File: src/rtl/dinorun_pkg.sv
// dinorun_pkg: shared scheduler state type, obstacle slot ids and slot rotation helper
package dinorun_pkg;
  typedef enum logic [1:0] {IDLE, COOL, ARMED, FIRE} sched_state_t;
  localparam logic [1:0] SlotCactus0 = 2'd0;
  localparam logic [1:0] SlotCactus1 = 2'd1;
  localparam logic [1:0] SlotBird = 2'd2;
  localparam int NumSlots = 3;
  function automatic logic [1:0] slot_next(input logic [1:0] s);
    return s == SlotBird ? SlotCactus0 : s + 2'd1;
  endfunction
endpackage

File: src/rtl/obstacle_slot_picker.sv
// obstacle_slot_picker: first free slot searching from pref in rotating order
module obstacle_slot_picker
  import dinorun_pkg::*;
(
  input  logic [1:0]          pref,
  input  logic [NumSlots-1:0] busy,
  output logic                found,
  output logic [1:0]          slot
);
  logic [1:0] s1, s2;
  assign s1 = slot_next(pref);
  assign s2 = slot_next(s1);
  assign found = !busy[pref] || !busy[s1] || !busy[s2];
  assign slot = !busy[pref] ? pref : !busy[s1] ? s1 : !busy[s2] ? s2 : SlotCactus0;
endmodule

File: src/rtl/obstacle_scheduler.sv
// obstacle_scheduler: frame-paced obstacle spawn FSM with difficulty-scaled gap
module obstacle_scheduler
  import dinorun_pkg::*;
#(
  parameter int MinGap = 40,
  parameter int GapFloor = 16,
  parameter int GapStep = 4,
  parameter int LevelFrames = 256,
  parameter int RandGapBits = 6
) (
  input  logic                clk_i,
  input  logic                rst_ni,
  input  logic                run_i,
  input  logic                frame_i,
  input  logic [15:0]         rand_i,
  input  logic [NumSlots-1:0] busy_i,
  output logic                next_o,
  output logic [NumSlots-1:0] spawn_o,
  output logic [1:0]          variant_o,
  output logic [7:0]          gap_o
);
  localparam int LW = $clog2(LevelFrames + 1);
  sched_state_t state;
  logic [7:0] cnt, base, load;
  logic [LW-1:0] lvl;
  logic [1:0] slot_q, var_q, pref, slot;
  logic found, frame_run, lvl_wrap, unused_rand;
  assign unused_rand = ^rand_i;
  assign load = base + 8'(rand_i[RandGapBits-1:0]);
  assign pref = rand_i[1:0] == 2'b00 ? SlotBird : rand_i[1:0] == 2'b10 ? SlotCactus1 : SlotCactus0;
  assign frame_run = frame_i && state != IDLE;
  assign lvl_wrap = lvl == LW'(LevelFrames - 1);
  obstacle_slot_picker picker (
    .pref (pref),
    .busy (busy_i),
    .found(found),
    .slot (slot)
  );
  always_ff @(posedge clk_i or negedge rst_ni) begin
    if (!rst_ni) begin
      state <= IDLE;
      cnt <= '0;
      lvl <= '0;
      base <= 8'(MinGap);
      slot_q <= '0;
      var_q <= '0;
    end else if (!run_i) begin
      state <= IDLE;
      cnt <= '0;
      lvl <= '0;
      base <= 8'(MinGap);
    end else begin
      if (frame_run) begin
        lvl <= lvl_wrap ? '0 : lvl + LW'(1);
        if (lvl_wrap) base <= base >= 8'(GapFloor + GapStep) ? base - 8'(GapStep) : 8'(GapFloor);
      end
      case (state)
        IDLE: begin
          state <= COOL;
          cnt <= load;
        end
        COOL: if (frame_i) begin
          state <= cnt <= 8'd1 ? ARMED : COOL;
          cnt <= cnt == 8'd0 ? cnt : cnt - 8'd1;
        end
        ARMED: if (frame_i && found) begin
          state <= FIRE;
          slot_q <= slot;
          var_q <= rand_i[3:2];
        end
        default: begin
          state <= COOL;
          cnt <= load;
        end
      endcase
    end
  end
  assign spawn_o = (state == FIRE && run_i) ? 3'b001 << slot_q : 3'b000;
  assign variant_o = spawn_o != 3'b000 ? var_q : 2'b00;
  assign next_o = frame_run || state == FIRE;
  assign gap_o = base;
endmodule
File: config.mk
export PLATFORM = sky130hd
export DESIGN_NAME = obstacle_scheduler
export DESIGN_NICKNAME = d
export VERILOG_FILES = /design/src/rtl/dinorun_pkg.sv /design/src/rtl/obstacle_slot_picker.sv /design/src/rtl/obstacle_scheduler.sv
export SDC_FILE = /design/constraint.sdc
export NUM_CORES = 1
export LEC_CHECK = 0
export ABC_AREA = 1
export BUFFER_PORTS_ARGS = -buffer_cell sky130_fd_sc_hd__buf_2
export CELL_PAD_IN_SITES_DETAIL_PLACEMENT = 0
export CELL_PAD_IN_SITES_GLOBAL_PLACEMENT = 1
export CORE_ASPECT_RATIO = 1.25
export CORE_MARGIN = 2
export CORE_UTILIZATION = 36
export CTS_CLUSTER_DIAMETER = 40
export DETAILED_ROUTE_END_ITERATION = 7
export PLACE_DENSITY_LB_ADDON = 0.1
export REMOVE_ABC_BUFFERS = 1
export SLEW_MARGIN = 20
export SYNTH_ARGS = -nofsm -noshare
export SYNTH_HDL_FRONTEND = slang
export SYNTH_SLANG_ARGS = --single-unit
File: constraint.sdc
create_clock -name clk_i -period 1.5 [get_ports clk_i]
set_input_delay 0.075 -clock clk_i [delete_from_list [all_inputs] [get_ports clk_i]]
set_output_delay 0.075 -clock clk_i [all_outputs]
set_load 0.05 [all_outputs]
======== After elaboration in Yosys (flattened, before gate mapping) ========
Cells that the tools add are included.
storage, ports and cells
  register bits ........................... 31
  bits of input ports ..................... 23
  word-level logic and storage cells ...... 79
cells by class
  $add $sub $neg .......................... 6
  order comparisons ....................... 5
  equal/unequal tests ..................... 13
  shifts and indexed selects .............. 1
  mux-type cells .......................... 31
  reduce and logical (&&, ||, !) cells .... 17
operators by type and width
  operator                                                                      number
  8-bit two-way mux                                                             7
  9-bit two-way mux                                                             3
  2-bit two-way mux                                                             11
  8-bit case mux with 2 select lines                                            1
  2-bit equality test, second input constant                                    5
  9-bit by 1-bit adder with 9-bit output, second input constant                 1
  9-bit by 8-bit equality test with 1-bit output, second input constant         1
  2-bit by 3-bit less-than comparator with 1-bit output, second input constant  3
  3-bit inequality test, second input constant                                  3
  8-bit by 6-bit adder with 8-bit output                                        1
  8-bit by 5-bit >= comparator with 1-bit output, second input constant         1
  8-bit by 1-bit <= comparator with 1-bit output, second input constant         1
  8-bit logical NOT                                                             1
  8-bit by 1-bit subtractor with 8-bit output, second input constant            1
  8-bit by 3-bit subtractor with 8-bit output, second input constant            1
  1-bit binary-select mux with 2-bit select                                     3
  3-bit AND reduction                                                           2
  2-bit by 1-bit adder with 2-bit output, second input constant                 2
  1-bit two-way mux                                                             4
  2-bit by 1-bit inequality test with 1-bit output, second input constant       2
  2-bit case mux with 2 select lines                                            1
  2-bit AND reduction                                                           2
  1-bit logical AND                                                             3
  1-bit logical NOT                                                             3
  other kinds (8)                                                               10

======== Logic depth before layout (Yosys ltp) ========
  depth in word-level cells ............... 15
  depth in mapped cells ................... 10

======== Modules after synthesis ========
A second synthesis with hierarchy kept.
second synthesis, totals
  cells, all modules ...................... 322
  area total of the unflattened synthesis .. 2197.1 sq um
by module, submodules not included
  module                times used  cells an instance  area each (sq um)  sequential area each (sq um)
  obstacle_scheduler    1           291                2070.7             728.2
  obstacle_slot_picker  1           31                 126.4              0.0

======== Least setup slack after synthesis ========
No wires, ideal clock.
  kind .................................... register to output
  start point ............................. register state[0]
  end point ............................... output port variant_o[0]
  data arrival time ....................... 2.558 ns
  required time ........................... 1.425 ns
  setup slack ............................. -1.133 ns
  cell stages (with the launch flop) ...... 6
  cells stage by stage .................... dfrtp_1 -> ha_1 -> nand2_1 -> nor3_1 -> a31oi_1 -> nor2_1
between the ends
  word-level cells in the longest chain between the ends .. 5
ends and longest elaborated chain
  what                    line                      RTL
  start, declared         obstacle_scheduler.sv:23  sched_state_t state;
  start signal, assigned  obstacle_scheduler.sv:63  state <= cnt <= 8'd1 ? ARMED : COOL;
  2-bit equality test     obstacle_scheduler.sv:78  assign spawn_o = (state == FIRE && run_i) ? 3'b001 << slot_q : 3'b000;
  1-bit logical AND       obstacle_scheduler.sv:78
  3-bit two-way mux       obstacle_scheduler.sv:78
  via spawn_o[2]          obstacle_scheduler.sv:18  output logic [NumSlots-1:0] spawn_o,
  3-bit nonzero test      obstacle_scheduler.sv:79  assign variant_o = spawn_o != 3'b000 ? var_q : 2'b00;
  2-bit two-way mux       obstacle_scheduler.sv:79
  end, declared           obstacle_scheduler.sv:19  output logic [1:0] variant_o,
The timed path passes the listed nets, and every way through them passes these cells.

======== Worst setup path after layout ========
  start point ............................. register state[0]
  end point ............................... output port variant_o[1]
between the ends
  word-level cells in the longest chain between the ends .. 5
ends and longest elaborated chain
  what                 line
  2-bit equality test  obstacle_scheduler.sv:78
  1-bit logical AND    obstacle_scheduler.sv:78
  3-bit two-way mux    obstacle_scheduler.sv:78
  3-bit nonzero test   obstacle_scheduler.sv:79
  2-bit two-way mux    obstacle_scheduler.sv:79
Every way passes these cells.

==> impl_metrics.toml <==
[route]
antenna_left = 0
vias = 2099
wl_per_cell_um = 12.19
routed_wl_um = 5351
drt_first_pass_iters = 4
drt_iter0_drc = 77
remaining_drc_errors = 0
via_per_inst = 4.781

[sta]
fin_skew_ps = 5.269
period_needed_ps = 1548
hold_viol = 0
fin_crit_sh = 1.032
hold_ws_ps = 97.58
fmax_ghz = 0.6459
setup_viol = 13
drv_slew = 0
setup_tns_ps = -300.5
rsz0062_at_grt = "yes"
setup_ws_ps = -48.24

[power]
power.leakage_nw = 1.490
ir_drop_mv = 0.6746
power_density_nw_per_um2 = 1366
total_power_mw = 4.029

[synth]
synthArstFlopShare = 1.000
synth_edf_count = 0
yosysMostFrequentCell = "nand2_1"
synth-seq-area-share = 0.3326
avgSynthCellArea_um2 = 7.156
yosysTopAreaCellShare = 0.3086
synth_common_cells = "nand2_1 (83), inv_1 (38), nor2_1 (29)"
synth_top_area_cell = "dfrtp_1"
synth_seq_cells = 29
ys.flop_type = "dfrtp_1"
yosysWarnings = 0
syn_inst = 306
syn_area_um2 = 2190
synth.top_cells.by_area = "dfrtp_1 (31%), nand2_1 (14%), ha_1 (7.4%), inv_1 (6.5%), nand3_1 (5.9%)"
ys_types = 32

[die]
die_h_um = 91.20
io_pins = 37
core_um2 = 5818
die_w_um = 73.76
dieArea_um2 = 6726
core.rowCount = 31
start_util = 0.3763

[place]
gp_congestion = 0.8297
dp_cells = 421
hpwl_um = 4069
portBuffers = 24

[hold_path]
hp-class = "primary input to flop"
hold_path.startpoint = "rand_i[2]"

[cells_and_area]
fin_nets = 408
fin_util = 0.5069
n_antenna_cell = 0
drive_gt1_frac = 0.3619
syn2layout_area_growth_pct = 34.69
fin_cells = 439

[global_route]
grt_pass1_vias = 2129
gr-usage-all-layers = 0.1736
grt_overflow = 0
grt_pass1_wl_um = 9266
grt_max_degree = 30
antenna_found_initial = 0

[setup_path]
crit_chain = "ha_4, nand2_4, nor3_4, a31oi_2, nor2_1, buf_6"
cp-startpoint = "state[0]"
crit_path_end_kind = "primary output"
worstPathArrival_ps = 1470
critPathLaunchType = "flop"
crit_slowest_cell = "dfrtp_2"
crit_family = "flip-flops"
r2r-start = "lvl[0]"
crit_buf_inv = 1
path_max_fanout = 4
required_ps = 1420
critical_path_class = "flop to primary output"
max_stage_delay_ps = 450

[clocking]
clk_pin_slew_worst_paths_ps = 60
clock_tree.root_cell = "clkbuf_8"
ctsLongestPathBuffers = 2
clk_latency_ps = 270
clock_sinks = 29
cts_tree = "done"
cts_made_buffers = 5
h-tree-depth = 2

[run_status]
status = "finished with violations"
violations = "setup timing"

[flow_run]
cap_violations = 0
[area by class of cell]
| class | instances | area, um2 |
|---|---|---|
| tap | 66 | 82.58 |
| clock buffer | 8 | 90.09 |
| fill | 598 | 2869 |
| sequential | 29 | 730.7 |
| multi-input combinational | 232 | 1436 |
| inverter | 42 | 162.7 |
| timing repair buffer | 62 | 446.7 |
[sequential cells by signal, indices dropped and copies added, names as in the netlist]
register,cells
lvl,9
cnt,8
gap_o,6
slot_q,2
state,2
var_q,2
[metal layers]
metal / global-route usage / up-vias / wire [um]
li1: - / 1113 / -
met1: 0.2135 / 962 / 2336
met2: 0.3036 / 19 / 2831
met3: 0.03219 / 5 / 121
met4: 0.04545 / 0 / 62
met5: 0 / - / 0
[path summary, 6_finish.rpt]
path                                 to  slack (ps)  cells after the start
max                        variant_o[1]         -50                      6
min                            var_q[0]         100                      3
max reg2reg                    gap_o[2]         -30                     10
min reg2reg                    var_q[0]         470                      2
max in group asynchronous      gap_o[5]         820                      3
min in group asynchronous        cnt[7]         350                      3
[power by group]
part	total, mW	internal [mW]	switching, mW
logic	2.19	0.909	1.28
clock network	0.661	0.374	0.288
registers	1.18	0.985	0.195
total	4.03	2.27	1.76
[per-stage QoR]
step / setup slack [ps] / instance area [um2]
2_1_floorplan: -1133 / 2142
3_3_place_gp: -4.881 / 2562
3_5_place_dp: -20.80 / 2562
4_1_cts: -75.12 / 2775
5_1_grt: -132.0 / 2949
6_report: -48.24 / 2949
[worst min-delay path: cells and delay by family]
family	cells	cell delay (ps)
buffers and inverters	1	120
and+or+nand+nor	2	130
[timing repair]
item / CTS / global route
gates resized for setup: 30 / 35
pin swaps: 3 / 9
hold buffers: 1 / 0
buffers inserted: 3 / 5
endpoints found under the hold margin: 27 / 0
gates cloned: 0 / 1
setup endpoints to repair: 12 / 32
[kinds of logic after synthesis]
kind of cell	synth area share
simple gates	0.3749
fa+ha+maj	0.07429
other cells	0.001713
xor+xnor	0.02000
buf+inv	0.09542
flops	0.3326
compound gates	0.1011
[cell usage in the layout (no fill, tap or decap), types with 2 or more instances in the layout]
cell type	instances
xor2_1	5
ha_4	3
inv_4	2
clkbuf_1	2
or2_2	3
inv_2	7
clkbuf_8	6
o21ai_4	2
nand3_2	7
a21oi_2	2
nand4_1	5
nand3_1	23
nand2_1	73
nor2_1	27
buf_6	5
nor2_4	4
dfrtp_2	2
buf_2	19
dfrtp_1	25
o21ai_1	8
o21ai_0	11
nor2_2	2
o22ai_1	3
conb_1	2
a21oi_1	6
buf_4	36
nand2_2	14
nand2_4	7
nor3_1	4
ha_1	8
inv_1	33
dfstp_2	2
o21ai_2	2
ha_2	2
No activity file was read; power rests on OpenSTA's default activity.
